--- src/rtl/theremin_period_pkg.sv ---
// rtl/theremin_period_pkg.sv - shared types and helpers for the theremin period window averager
package theremin_period_pkg;

  typedef enum logic {FILL, RUN} state_t;

  localparam int DEFAULT_TIMEOUT_CYCLES = 1 << 20;

  function automatic logic [7:0] clamp_win(input logic [7:0] win, input logic [7:0] max_win);
    return (win > max_win) ? max_win : win;
  endfunction

endpackage

--- src/rtl/theremin_halfperiod_ring.sv ---
// rtl/theremin_halfperiod_ring.sv - half-period ring buffer with combinational read of the evicted sample
module theremin_halfperiod_ring
  import theremin_period_pkg::*;
#(
  parameter int HALF_BITS  = 15,
  parameter int DEPTH_LOG2 = 3
) (
  input  logic                  CLK_PARALLEL,
  input  logic                  RESET,
  input  logic                  wr_en,
  input  logic [HALF_BITS-1:0]  wr_data,
  input  logic [DEPTH_LOG2:0]   win,
  output logic [HALF_BITS-1:0]  rd_data
);

  localparam int DEPTH = 1 << DEPTH_LOG2;
  localparam int PW    = DEPTH_LOG2;
  localparam int WB    = DEPTH_LOG2 + 1;

  logic [HALF_BITS-1:0] ring [DEPTH];
  logic [PW-1:0]        wr_ptr;
  logic [PW-1:0]        rd_idx;

  // Slot written 2^win accepts ago; for the full window this is wr_ptr itself.
  always_comb rd_idx = PW'({1'b0, wr_ptr} - (WB'(1) << win));

  assign rd_data = ring[rd_idx];

  always_ff @(posedge CLK_PARALLEL) begin
    if (RESET) begin
      wr_ptr <= '0;
      for (int i = 0; i < DEPTH; i++) ring[i] <= '0;
    end else if (wr_en) begin
      ring[wr_ptr] <= wr_data;
      wr_ptr       <= wr_ptr + PW'(1);
    end
  end

endmodule

--- src/rtl/theremin_period_window_avg.sv ---
// rtl/theremin_period_window_avg.sv - sliding-window full-period estimator; optional idle timeout via THEREMIN_PERIOD_TIMEOUT_EN
module theremin_period_window_avg
  import theremin_period_pkg::*;
#(
  parameter int HALF_BITS  = 15,
  parameter int DEPTH_LOG2 = 3,
  parameter int SUM_BITS   = HALF_BITS + DEPTH_LOG2
`ifdef THEREMIN_PERIOD_TIMEOUT_EN
  , parameter int TIMEOUT_CYCLES = DEFAULT_TIMEOUT_CYCLES
`endif
) (
  input  logic                  CLK_PARALLEL,
  input  logic                  RESET,
  input  logic                  CE,
  input  logic                  HALF_VALID,
  input  logic [HALF_BITS-1:0]  HALF_PERIOD,
  input  logic [DEPTH_LOG2:0]   WIN_LOG2,
  output logic                  CHANGE_FLAG,
  output logic [SUM_BITS-1:0]   SUM,
  output logic [HALF_BITS:0]    PERIOD,
  output logic                  WINDOW_FULL,
  output logic                  NO_SIGNAL
);

  localparam int WB = DEPTH_LOG2 + 1;
  localparam int PB = HALF_BITS + 1;

  state_t               state;
  logic [SUM_BITS-1:0]  sum;
  logic [WB-1:0]        fill_cnt;
  logic [WB-1:0]        win_q;
  logic [HALF_BITS-1:0] ring_old;

  logic [WB-1:0]        win_c;
  logic [WB-1:0]        span;
  logic [WB-1:0]        cnt_fill;
  logic [SUM_BITS-1:0]  sample;
  logic [SUM_BITS-1:0]  sum_fill;
  logic [SUM_BITS-1:0]  sum_run;
  logic [SUM_BITS-1:0]  sum_next;
  logic [PB-1:0]        period_next;
  logic                 win_chg;
  logic                 accept;
  logic                 in_run;
  logic                 fill_done;

  always_comb begin
    win_c     = WB'(clamp_win(8'(WIN_LOG2), 8'(DEPTH_LOG2)));
    win_chg   = (win_c != win_q);
    accept    = CE && HALF_VALID;
    sample    = SUM_BITS'(HALF_PERIOD);
    span      = WB'(1) << win_c;
    // A sample arriving with a window change starts the new fill.
    sum_fill  = (win_chg ? '0 : sum) + sample;
    cnt_fill  = (win_chg ? '0 : fill_cnt) + WB'(1);
    fill_done = (cnt_fill == span);
    sum_run   = sum + sample - SUM_BITS'(ring_old);
    in_run    = (state == RUN) && !win_chg;
    sum_next  = in_run ? sum_run : sum_fill;
    period_next = PB'({sum_next, 1'b0} >> win_c);
  end

  theremin_halfperiod_ring #(
    .HALF_BITS  (HALF_BITS),
    .DEPTH_LOG2 (DEPTH_LOG2)
  ) u_ring (
    .CLK_PARALLEL (CLK_PARALLEL),
    .RESET        (RESET),
    .wr_en        (accept),
    .wr_data      (HALF_PERIOD),
    .win          (win_c),
    .rd_data      (ring_old)
  );

`ifdef THEREMIN_PERIOD_TIMEOUT_EN
  localparam int IDLE_W = $clog2(TIMEOUT_CYCLES);
  logic [IDLE_W-1:0] idle_cnt;
`else
  assign NO_SIGNAL = 1'b0;
`endif

  always_ff @(posedge CLK_PARALLEL) begin
    if (RESET) begin
      state       <= FILL;
      sum         <= '0;
      fill_cnt    <= '0;
      win_q       <= '0;
      CHANGE_FLAG <= 1'b0;
      SUM         <= '0;
      PERIOD      <= '0;
      WINDOW_FULL <= 1'b0;
`ifdef THEREMIN_PERIOD_TIMEOUT_EN
      idle_cnt    <= '0;
      NO_SIGNAL   <= 1'b0;
`endif
    end else begin
      CHANGE_FLAG <= 1'b0;
      if (CE) begin
        win_q <= win_c;
        if (win_chg) begin
          state       <= FILL;
          WINDOW_FULL <= 1'b0;
          sum         <= '0;
          fill_cnt    <= '0;
        end
`ifdef THEREMIN_PERIOD_TIMEOUT_EN
        if (accept) begin
          idle_cnt  <= '0;
          NO_SIGNAL <= 1'b0;
        end else if (idle_cnt != IDLE_W'(TIMEOUT_CYCLES - 1)) begin
          idle_cnt <= idle_cnt + IDLE_W'(1);
        end else if (!NO_SIGNAL) begin
          NO_SIGNAL   <= 1'b1;
          state       <= FILL;
          WINDOW_FULL <= 1'b0;
          sum         <= '0;
          fill_cnt    <= '0;
        end
`endif
        if (accept) begin
          if (in_run) begin
            sum         <= sum_run;
            SUM         <= sum_next;
            PERIOD      <= period_next;
            CHANGE_FLAG <= 1'b1;
          end else begin
            sum      <= sum_fill;
            fill_cnt <= cnt_fill;
            if (fill_done) begin
              state       <= RUN;
              WINDOW_FULL <= 1'b1;
              SUM         <= sum_next;
              PERIOD      <= period_next;
              CHANGE_FLAG <= 1'b1;
            end
          end
        end
      end
    end
  end

endmodule
--- config.mk ---
export PLATFORM = sky130hd
export DESIGN_NAME = theremin_period_window_avg
export DESIGN_NICKNAME = d
export VERILOG_FILES = /design/src/rtl/theremin_period_pkg.sv /design/src/rtl/theremin_halfperiod_ring.sv /design/src/rtl/theremin_period_window_avg.sv
export SDC_FILE = /design/constraint.sdc
export NUM_CORES = 1
export LEC_CHECK = 0
export BUFFER_PORTS_ARGS = -buffer_cell sky130_fd_sc_hd__buf_2
export CORE_MARGIN = 2
export CORE_UTILIZATION = 45
export CTS_CLUSTER_DIAMETER = 60
export DETAILED_ROUTE_END_ITERATION = 12
export SKIP_LAST_GASP = 1
export SYNTH_ARGS = -nofsm -noshare
export SYNTH_HDL_FRONTEND = slang
export SYNTH_SLANG_ARGS = --single-unit
--- constraint.sdc ---
create_clock -name CLK_PARALLEL -period 7.8 [get_ports CLK_PARALLEL]
set_input_delay 0.39 -clock CLK_PARALLEL [delete_from_list [all_inputs] [get_ports CLK_PARALLEL]]
set_output_delay 0.39 -clock CLK_PARALLEL [all_outputs]
set_load 0.02 [all_outputs]
* After elaboration in Yosys (flattened, before gate mapping)
Memory sizes are Yosys's and may differ from the RTL's.
Cells that the tools add are included.
** Word-level totals
- Register bits :: 66
- Memory bits (writable) :: 120
- Word-level logic and storage cells :: 59
- Memories :: 1
** Memory list
- u_ring.ring :: depth 8, width 15, read ports 1, clocked after Yosys merged registers in 0, wr ports 8, line theremin_halfperiod_ring.sv:20 : logic [HALF_BITS-1:0] ring [DEPTH];
** Cells by class
- Add/subtract/negate cells :: 6
- Magnitude comparators :: 1
- Equal/unequal tests :: 2
- Shift operators :: 2
- Mux-type cells :: 29
- Bitwise logic cells :: 2
- Reduce and logical (&&, ||, !) cells :: 7
** Operators by type and width (number)
- 18-bit 2-to-1 mux :: 5
- 18-bit by 15-bit adder with 18-bit output :: 2
- 16-bit 2-to-1 mux :: 2
- 19-bit by 4-bit right shift with 16-bit output :: 1
- 18-bit by 15-bit subtractor with 18-bit output :: 1
- 1-bit 2-to-1 mux :: 16
- 4-bit 2-to-1 mux :: 4
- 15-bit 2-to-1 mux :: 1
- 15-bit OR reduction :: 1
- 4-bit by 1-bit adder with 4-bit output (second input constant) :: 1
- 4-bit == test :: 1
- 4-bit by 2-bit greater-than comparator with 1-bit output (second input constant) :: 1
- 4-bit != test :: 1
- 1-bit by 4-bit left shift with 4-bit output (first input constant) :: 1
- 3-bit by 1-bit adder with 3-bit output (second input constant) :: 1
- 3-bit 2-to-1 mux :: 1
- 3-bit AND reduction :: 1
- 3-bit OR reduction :: 1
- 3-bit subtractor :: 1
- 1-bit logical AND :: 2
- 1-bit NOT :: 2
- 2-bit nonzero test :: 1
- 1-bit logical NOT :: 1

* Longest topological paths before layout
Gate-level depths: netlist of run 1.
An unclocked memory read counts as a cell.
- Depth after elaboration :: 10
- Depth in mapped cells :: 26

* Hierarchy
From an unflattened synthesis of run 1, not the netlist that was laid out.
** Unflattened totals
- Cell total of the unflattened synthesis :: 1019
- Area total of the unflattened synthesis :: 10824.1 um2
** By module, submodules not included
- theremin_halfperiod_ring :: instances 1, cells each 343, area an instance 5674.2 um2, sequential area each 3663.5 um2
- theremin_period_window_avg :: instances 1, cells each 676, area an instance 5149.9 um2, sequential area each 1261.2 um2

* Worst setup path before layout of run 1
No wires, ideal clock.
- Path type :: input-to-reg
- Start :: input WIN_LOG2[2]
- End :: register PERIOD[14]
- Arrival :: 6.379 ns
- Required time :: 7.709 ns
- Slack :: 1.330 ns
- Stages :: 24
- Path buffers :: 3
- Cell sequence :: buf_2 > or3_1 > clkbuf_1 > nor2_1 > ha_1 > inv_1 > fa_1 > xnor2_1 > xnor2_1 > buf_1 > mux4_2 > mux2_2 > fa_1 > inv_1 > ha_1 > a21oi_1 > o21ai_0 > o211a_1 > or2_2 > a311oi_1 > xor2_1 > a211oi_1 > a22oi_1 > a311oi_1
** On the way
- Word-level cells in the longest chain between the ends :: 10
- Elaborated cells between the ends (all ways) :: 20
- Classes of those cells :: 4 x add/sub; 1 x order compare; 2 x eq/ne; 2 x shift; 6 x mux; 4 x reduce/logical; 1 x memory
** RTL lines
- start: declaration :: line theremin_period_window_avg.sv:17 : input logic [DEPTH_LOG2:0] WIN_LOG2,
- 4-bit by 2-bit greater-than comparator with 1-bit output :: line theremin_period_pkg.sv:9 : return (win > max_win) ? max_win : win;
- 4-bit 2-to-1 mux * :: line theremin_period_pkg.sv:9
- 1-bit by 4-bit left shift with 4-bit output :: line theremin_halfperiod_ring.sv:25 : always_comb rd_idx = PW'({1'b0, wr_ptr} - (WB'(1) << win));
- 3-bit subtractor :: line theremin_halfperiod_ring.sv:25
- memory read 8 x 15 bit
- 18-bit by 15-bit subtractor with 18-bit output :: line theremin_period_window_avg.sv:57 : sum_run = sum + sample - SUM_BITS'(ring_old);
- 18-bit 2-to-1 mux :: line theremin_period_window_avg.sv:59 : sum_next = in_run ? sum_run : sum_fill;
- 19-bit by 4-bit right shift with 16-bit output :: line theremin_period_window_avg.sv:60 : period_next = PB'({sum_next, 1'b0} >> win_c);
- 16-bit 2-to-1 mux :: line theremin_period_window_avg.sv:129 : if (fill_done) begin
- 16-bit 2-to-1 mux :: line theremin_period_window_avg.sv:121 : if (in_run) begin
- end signal: assignment :: line theremin_period_window_avg.sv:124 : PERIOD <= period_next;
- end signal: assignment :: line theremin_period_window_avg.sv:133 : PERIOD <= period_next;
- end: declaration :: line theremin_period_window_avg.sv:20 : output logic [HALF_BITS:0] PERIOD,
Mark *: on every way between the ends. The rest lies on a longest branch, timed or not. The select of a mux whose other input is x is not followed.
A chain may end at the register's enable or synchronous reset.

* Worst setup path in the final report of run 1
- Start :: input WIN_LOG2[3]
- End :: register PERIOD[14]
The elaborated chain is that of the path after synthesis.

==> flow_summary.json, run 1 <==
{
  "outcome": "finished, final reports clean",
  "cp_slowest_stage_delay_ns": 0.58,
  "grt_pass1_vias": 7389,
  "wl_um": 25800,
  "cts_tree": "yes",
  "critPathCaptureType": "flop",
  "hold_depth": 2,
  "hold_end": "win_q[2]",
  "place.gp.congestion": 0.821,
  "grt_pass1_wl_um": 41200,
  "crit_required_ns": 8.14,
  "dp.final_hpwl_um": 19000,
  "grt_overflow_total": 0,
  "arrival_ns": 7.11,
  "clk_pin_slew_ns": 0.08,
  "slew_headroom": 0.265,
  "r2r-end": "PERIOD[14]",
  "synth_edf_count": 120,
  "use_met3": 0.0330,
  "timing.final.crit_share": 0.868,
  "cts_resized": 0,
  "num_vias": 7534,
  "ys_types": 65,
  "setup_viol": 0,
  "syn-cell-area_sq_um": 10600,
  "fin_cells": 1341,
  "cts_root_buffer": "clkbuf_16",
  "synth_top_area_share": 0.340,
  "ys_warn_count": 0,
  "drv_slew": 0,
  "start_util": 0.455,
  "cp-start-kind": "primary input",
  "clock_latency_ns": 0.44,
  "antenna_found_initial": 0,
  "synthArstFlopShare": 0,
  "grt_max_degree": 64,
  "clock-sinks": 186,
  "io_buffers": 58,
  "synth_area_leader_cell": "edfxtp_1",
  "routedWlPerCell_um": 19.2,
  "drt-initial-drc-count": 502,
  "synthToLayoutAreaGrowth_pct": 11.1,
  "cp.depth": 23,
  "core_sq_um": 23300,
  "ant_nets": 0,
  "netlist_top_cells_count": "120 x and2_1, 120 x edfxtp_1, 103 x nor2_1",
  "seqCellArea_sq_um": 4920,
  "dp_worst_setup_slack_ns": 0.622,
  "tns_ns": 0,
  "synthTopCellsByArea": "edfxtp_1 34%, dfxtp_1 12%, and2_1 7.1%",
  "ys_ff_latch": 186,
  "fp.dieW_um": 157,
  "worst_clock_skew_ns": 0.0129,
  "first_pass_iters": 5,
  "multi_input_area_sq_um": 5360,
  "worst_pin_slew_ns": 1.10,
  "timing.final.hold_violations": 0,
  "cellPowerDensity_nw_per_um2": 211,
  "antenna_cells": 0,
  "post-cts-setup-buffers": 0,
  "drive_above_1_share": 0.158,
  "syn_inst": 974,
  "hold_buffers": 0,
  "grt_setup_unrepaired": "false",
  "synthFlopType": "edfxtp_1",
  "max_freq_ghz": 0.148,
  "static-leakage-power_nw": 4.53,
  "cp_slowest_cell": "a211oi_1",
  "placedCellCount": 1309,
  "htree_levels": 4,
  "path_cells": "buf_2, or3_1, nor2_1, ha_1, inv_1, fa_1, xnor2_1, xnor2_2, buf_4, mux4_2, mux2_2, fa_1, inv_1, ha_1, a21oi_1, o21ai_0, o211a_1, or2_2, a311oi_1, xor2_1, a211oi_1, a22oi_1, a311oi_1",
  "reg2regPathDepth": 21,
  "die_h_um": 157,
  "clk_path_buf_depth": 2,
  "grtUsageTotal": 0.216,
  "pin_count": 60,
  "dieArea_sq_um": 24800,
  "syn_nets": 1050,
  "r2r_setup_slack_ns": 1.53,
  "crit_family": "compound AO/OA/AOI/OAI gates",
  "utilization": 0.506,
  "holdCritPathClass": "in2reg",
  "nNetsFinal": 1085,
  "ir_worst_vdd_v": 0.000173,
  "rows": 56,
  "use_met1": 0.284,
  "syn_area_per_cell_sq_um": 10.9,
  "fillers": 2152,
  "r2r_start": "u_ring.wr_ptr[0]",
  "synth-seq-area-share": 0.465,
  "fin_ws_ns": 1.03,
  "met2_usage": 0.373,
  "worst-setup-path-type": "in2reg",
  "min_from": "CE",
  "drc": 0,
  "crit_fanout": 14,
  "path_buf_inv": 4,
  "grt_busiest_layer": "met2",
  "viasPerCell": 5.62,
  "min_period_ns": 6.77,
  "numCtsBuffers": 17,
  "cap_violations": 0
}
registers in the layout, indices dropped and copies added, names as in the netlist:
name and cells:
CHANGE_FLAG 1, PERIOD 16, SUM 18, WINDOW_FULL 1, fill_cnt 4, state 1, sum 18, u_ring.ring 120
u_ring.wr_ptr 3, win_q 4
worst max-delay path by stage:
| stage | startpoint | end | slack (ns) |
|---|---|---|---|
| 2_1_floorplan | WIN_LOG2[2] | PERIOD[14] | 1.33 |
| 3_3_place_gp | WIN_LOG2[3] | PERIOD[14] | 0.71 |
| 3_5_place_dp | WIN_LOG2[3] | PERIOD[14] | 0.62 |
| 4_1_cts | WIN_LOG2[3] | PERIOD[14] | 1.07 |
| 5_1_grt | WIN_LOG2[3] | PERIOD[14] | 0.68 |
| 6_report | WIN_LOG2[3] | PERIOD[14] | 1.03 |
report_power, final:
| group | switching (W) | internal, W | leakage (nW) |
|---|---|---|---|
| logic | 0.000272 | 0.000185 | 2.45 |
| registers | 0.0000138 | 0.00107 | 1.77 |
| clock network | 0.000480 | 0.000454 | 0.307 |
| total | 0.000766 | 0.00171 | 4.53 |
layer usage:
layer  share of wire  wire length (um)
met5               0                 0
met4           0.016               417
met3           0.039              1010
met2            0.50             12800
met1            0.45             11600
area by class of cell:
| type | count | share of cell area |
|---|---|---|
| clock buffer | 17 | 0.0361 |
| inverter | 19 | 0.00606 |
| multi-input combinational | 714 | 0.455 |
| tap | 319 | 0.0339 |
| sequential | 186 | 0.418 |
| timing repair buffer | 71 | 0.0329 |
| clock inverter | 15 | 0.0180 |
cells in the final DEF (no fill, tap or decap), types with 10 or more instances in the layout:
| cell | n |
|---|---|
| a211oi_1 | 18 |
| a21o_1 | 11 |
| a21oi_1 | 43 |
| a22oi_1 | 15 |
| a311oi_1 | 10 |
| and2_1 | 120 |
| buf_2 | 58 |
| buf_4 | 13 |
| clkbuf_16 | 17 |
| dfxtp_1 | 66 |
| edfxtp_1 | 120 |
| fa_1 | 17 |
| ha_1 | 36 |
| inv_1 | 17 |
| mux2i_1 | 37 |
| mux4_2 | 30 |
| nand2_1 | 40 |
| nand2b_1 | 11 |
| nand3_1 | 12 |
| nor2_1 | 103 |
| nor3_1 | 33 |
| o211ai_1 | 10 |
| o21ai_0 | 35 |
| or2_2 | 10 |
| xnor2_1 | 11 |
| xor2_1 | 15 |
stage by stage:
step / instance area, sq um / hold WS [ns] / power (W)
3_5_place_dp: 11100 / 0.467 / 0.00157
3_3_place_gp: 11100 / 0.465 / 0.00156
6_report: 11800 / 0.348 / 0.00248
5_1_grt: 11800 / 0.359 / 0.00259
4_1_cts: 11800 / 0.335 / 0.00250
2_1_floorplan: 10600 / 0.455 / 0.00144
worst reg2reg max path, cell delays in order, from the launching register on:
cell	delay, ns
dfxtp_1	0.35
inv_1	0.08
ha_1	0.14
inv_1	0.05
fa_1	0.40
xnor2_1	0.16
xnor2_2	0.39
buf_4	0.37
mux4_2	0.55
mux2_2	0.29
fa_1	0.48
inv_1	0.04
ha_1	0.33
a21oi_1	0.13
o21ai_0	0.22
o211a_1	0.33
or2_2	0.33
a311oi_1	0.32
xor2_1	0.10
a211oi_1	0.58
a22oi_1	0.19
a311oi_1	0.31
cells by family after synthesis:
logic type | count (synthesis) | synth area share
XOR/XNOR | 27 | 0.0223
flip-flops | 186 | 0.465
buffers and inverters | 74 | 0.0316
adder cells (fa/ha/maj) | 53 | 0.0746
AO/OA/AOI/OAI | 185 | 0.117
multiplexers | 71 | 0.103
other | 1 | 0.000354
AND/OR/NAND/NOR | 377 | 0.186
Note: power is estimated with default switching activity, not from simulation.
==> run 2: changes to the inputs <==
--- a/config.mk
+++ b/config.mk
@@ -7,9 +7,11 @@
 export LEC_CHECK = 0
 export BUFFER_PORTS_ARGS = -buffer_cell sky130_fd_sc_hd__buf_2
 export CORE_MARGIN = 2
-export CORE_UTILIZATION = 45
+export CORE_UTILIZATION = 60
 export CTS_CLUSTER_DIAMETER = 60
 export DETAILED_ROUTE_END_ITERATION = 12
+export PLACE_DENSITY = 0.79
+export RECOVER_POWER = 50
 export SKIP_LAST_GASP = 1
 export SYNTH_ARGS = -nofsm -noshare
 export SYNTH_HDL_FRONTEND = slang
==> run 2 against run 1 <==
The run now ends with max-capacitance violations, max-slew violations left; non-clock buffer count is 5 higher; setup slack worse by 0.42 ns; combinational power is 3% higher; hold slack worse by 0.021 ns; routed wire length is 3.9% higher; critical path type unchanged; largest power group unchanged; highest routed layer unchanged.
==> flow_summary.json, run 2 (synthesis gave the netlist of run 1 again) <==
{
  "rows": 48,
  "largest_register": "u_ring.ring",
  "worst_pin_slew_ns": 1.84,
  "wl_um": 26800,
  "cp_slowest_stage_delay_ns": 0.91,
  "dieArea_sq_um": 18700,
  "slew_headroom": -0.224,
  "multi_input_area_sq_um": 5360,
  "max_freq_ghz": 0.139,
  "largest_reg_flops": 120,
  "tns_ns": 0,
  "clk_path_buf_depth": 2,
  "static-leakage-power_nw": 4.31,
  "grt_overflow_total": 0,
  "antenna_cells": 0,
  "grt_max_degree": 60,
  "io_buffers": 58,
  "cp-start-kind": "primary input",
  "outcome": "finished, violations left",
  "clk_pin_slew_ns": 0.07,
  "grt_setup_unrepaired": "false",
  "antenna_found_initial": 0,
  "failed_checks": "max-capacitance violations, max-slew violations",
  "min_period_ns": 7.19,
  "first_pass_iters": 5,
  "cts_resized": 0,
  "seqCellArea_sq_um": 4920,
  "clock_latency_ns": 0.45,
  "arrival_ns": 7.53,
  "fin_ws_ns": 0.609,
  "grtUsageTotal": 0.298,
  "setup_viol": 0,
  "htree_levels": 4,
  "clock-sinks": 186,
  "timing.final.hold_violations": 0,
  "routedWlPerCell_um": 21.4,
  "place.gp.congestion": 0.948,
  "cts_tree": "yes",
  "crit_fanout": 18,
  "path_cells": "buf_2, or3_1, nor2_1, ha_1, inv_1, fa_1, xnor2_1, xnor2_2, buf_4, mux4_2, mux2i_1, fa_1, ha_1, o21ai_0, nor2_1, o211a_1, or2_2, a311oi_1, xor2_1, a211oi_1, a22oi_1, a311oi_1",
  "critPathCaptureType": "flop",
  "worst_clock_skew_ns": 0.0154,
  "cellPowerDensity_nw_per_um2": 212,
  "holdCritPathClass": "in2reg",
  "synthToLayoutAreaGrowth_pct": 9.52,
  "nNetsFinal": 1090,
  "drive_above_1_share": 0.115,
  "mostFrequentLayoutCells": "120 x edfxtp_1, 103 x nor2_1, 74 x and2_1",
  "start_util": 0.613,
  "worst-setup-path-type": "in2reg",
  "drv_slew": 98,
  "timing.final.crit_share": 0.922,
  "numCtsBuffers": 17,
  "ant_nets": 0,
  "grt_pass1_wl_um": 41800,
  "fillers": 1356,
  "dp_worst_setup_slack_ns": 0.172,
  "grt_pass1_vias": 7588,
  "final_common_cell": "edfxtp_1",
  "pin_count": 60,
  "reg_top3": "u_ring.ring x120, SUM x18, sum x18",
  "num_vias": 7976,
  "cts_root_buffer": "clkbuf_16",
  "hold_buffers": 0,
  "fp.dieW_um": 137,
  "ir_worst_vdd_v": 0.000169,
  "viasPerCell": 6.37,
  "post-cts-setup-buffers": 0,
  "dp.final_hpwl_um": 18000,
  "cp_slowest_cell": "xnor2_2",
  "core_sq_um": 17300,
  "cap_violations": 4,
  "die_h_um": 137,
  "drc": 0,
  "drt-initial-drc-count": 886,
  "crit_required_ns": 8.14
}
run 2: routing by layer:
metal	wire length [um]	global-route usage	vias to the layer above
met2	13200	0.488	369
met1	10900	0.408	3909
met5	0	0	-
met3	2050	0.0519	45
li1	-	-	3653
met4	601	0.0934	0
run 2: report_power, final:
part | switching [W] | internal, W
logic | 0.000286 | 0.000183
clock network | 0.000440 | 0.000464
registers | 0.0000141 | 0.00107
total | 0.000740 | 0.00172
run 2: worst paths after layout:
check	from	endpoint	slack (ns)	depth (start not counted)
min reg2reg	win_q[2]	win_q[2]	0.48	1
max	WIN_LOG2[3]	PERIOD[14]	0.61	22
max reg2reg	u_ring.wr_ptr[0]	PERIOD[14]	1.01	20
min	CE	win_q[2]	0.33	2
run 2: through the flow:
stage | power, W | utilization | instances | hold WS, ns | cell area, sq um
after global routing | 0.00255 | 0.671 | 1252 | 0.347 | 11600
final | 0.00246 | 0.671 | 1252 | 0.327 | 11600
after global placement | 0.00155 | 0.639 | 1220 | 0.463 | 11100
after detailed placement | 0.00156 | 0.639 | 1220 | 0.475 | 11100
after floorplan | 0.00144 | - | 974 | 0.455 | 10600
after CTS | 0.00246 | 0.675 | 1252 | 0.325 | 11700
run 2: cell type report:
| class | instances | share of cell area |
|---|---|---|
| Clock buffer | 17 | 0.0367 |
| Clock inverter | 15 | 0.0167 |
| Timing Repair Buffer | 76 | 0.0302 |
| Multi-Input combinational cell | 714 | 0.462 |
| Tap cell | 225 | 0.0243 |
| Sequential cell | 186 | 0.424 |
| Inverter | 19 | 0.00615 |
run 2: worst max-delay path: cells and delay by family:
kind,cells,cell delay [ns]
AND/OR/NAND/NOR,4,1.13
AO/OA/AOI/OAI,6,1.84
XOR/XNOR,3,1.19
multiplexers,2,0.77
buffers and inverters,3,0.73
adder cells (fa/ha/maj),4,1.44
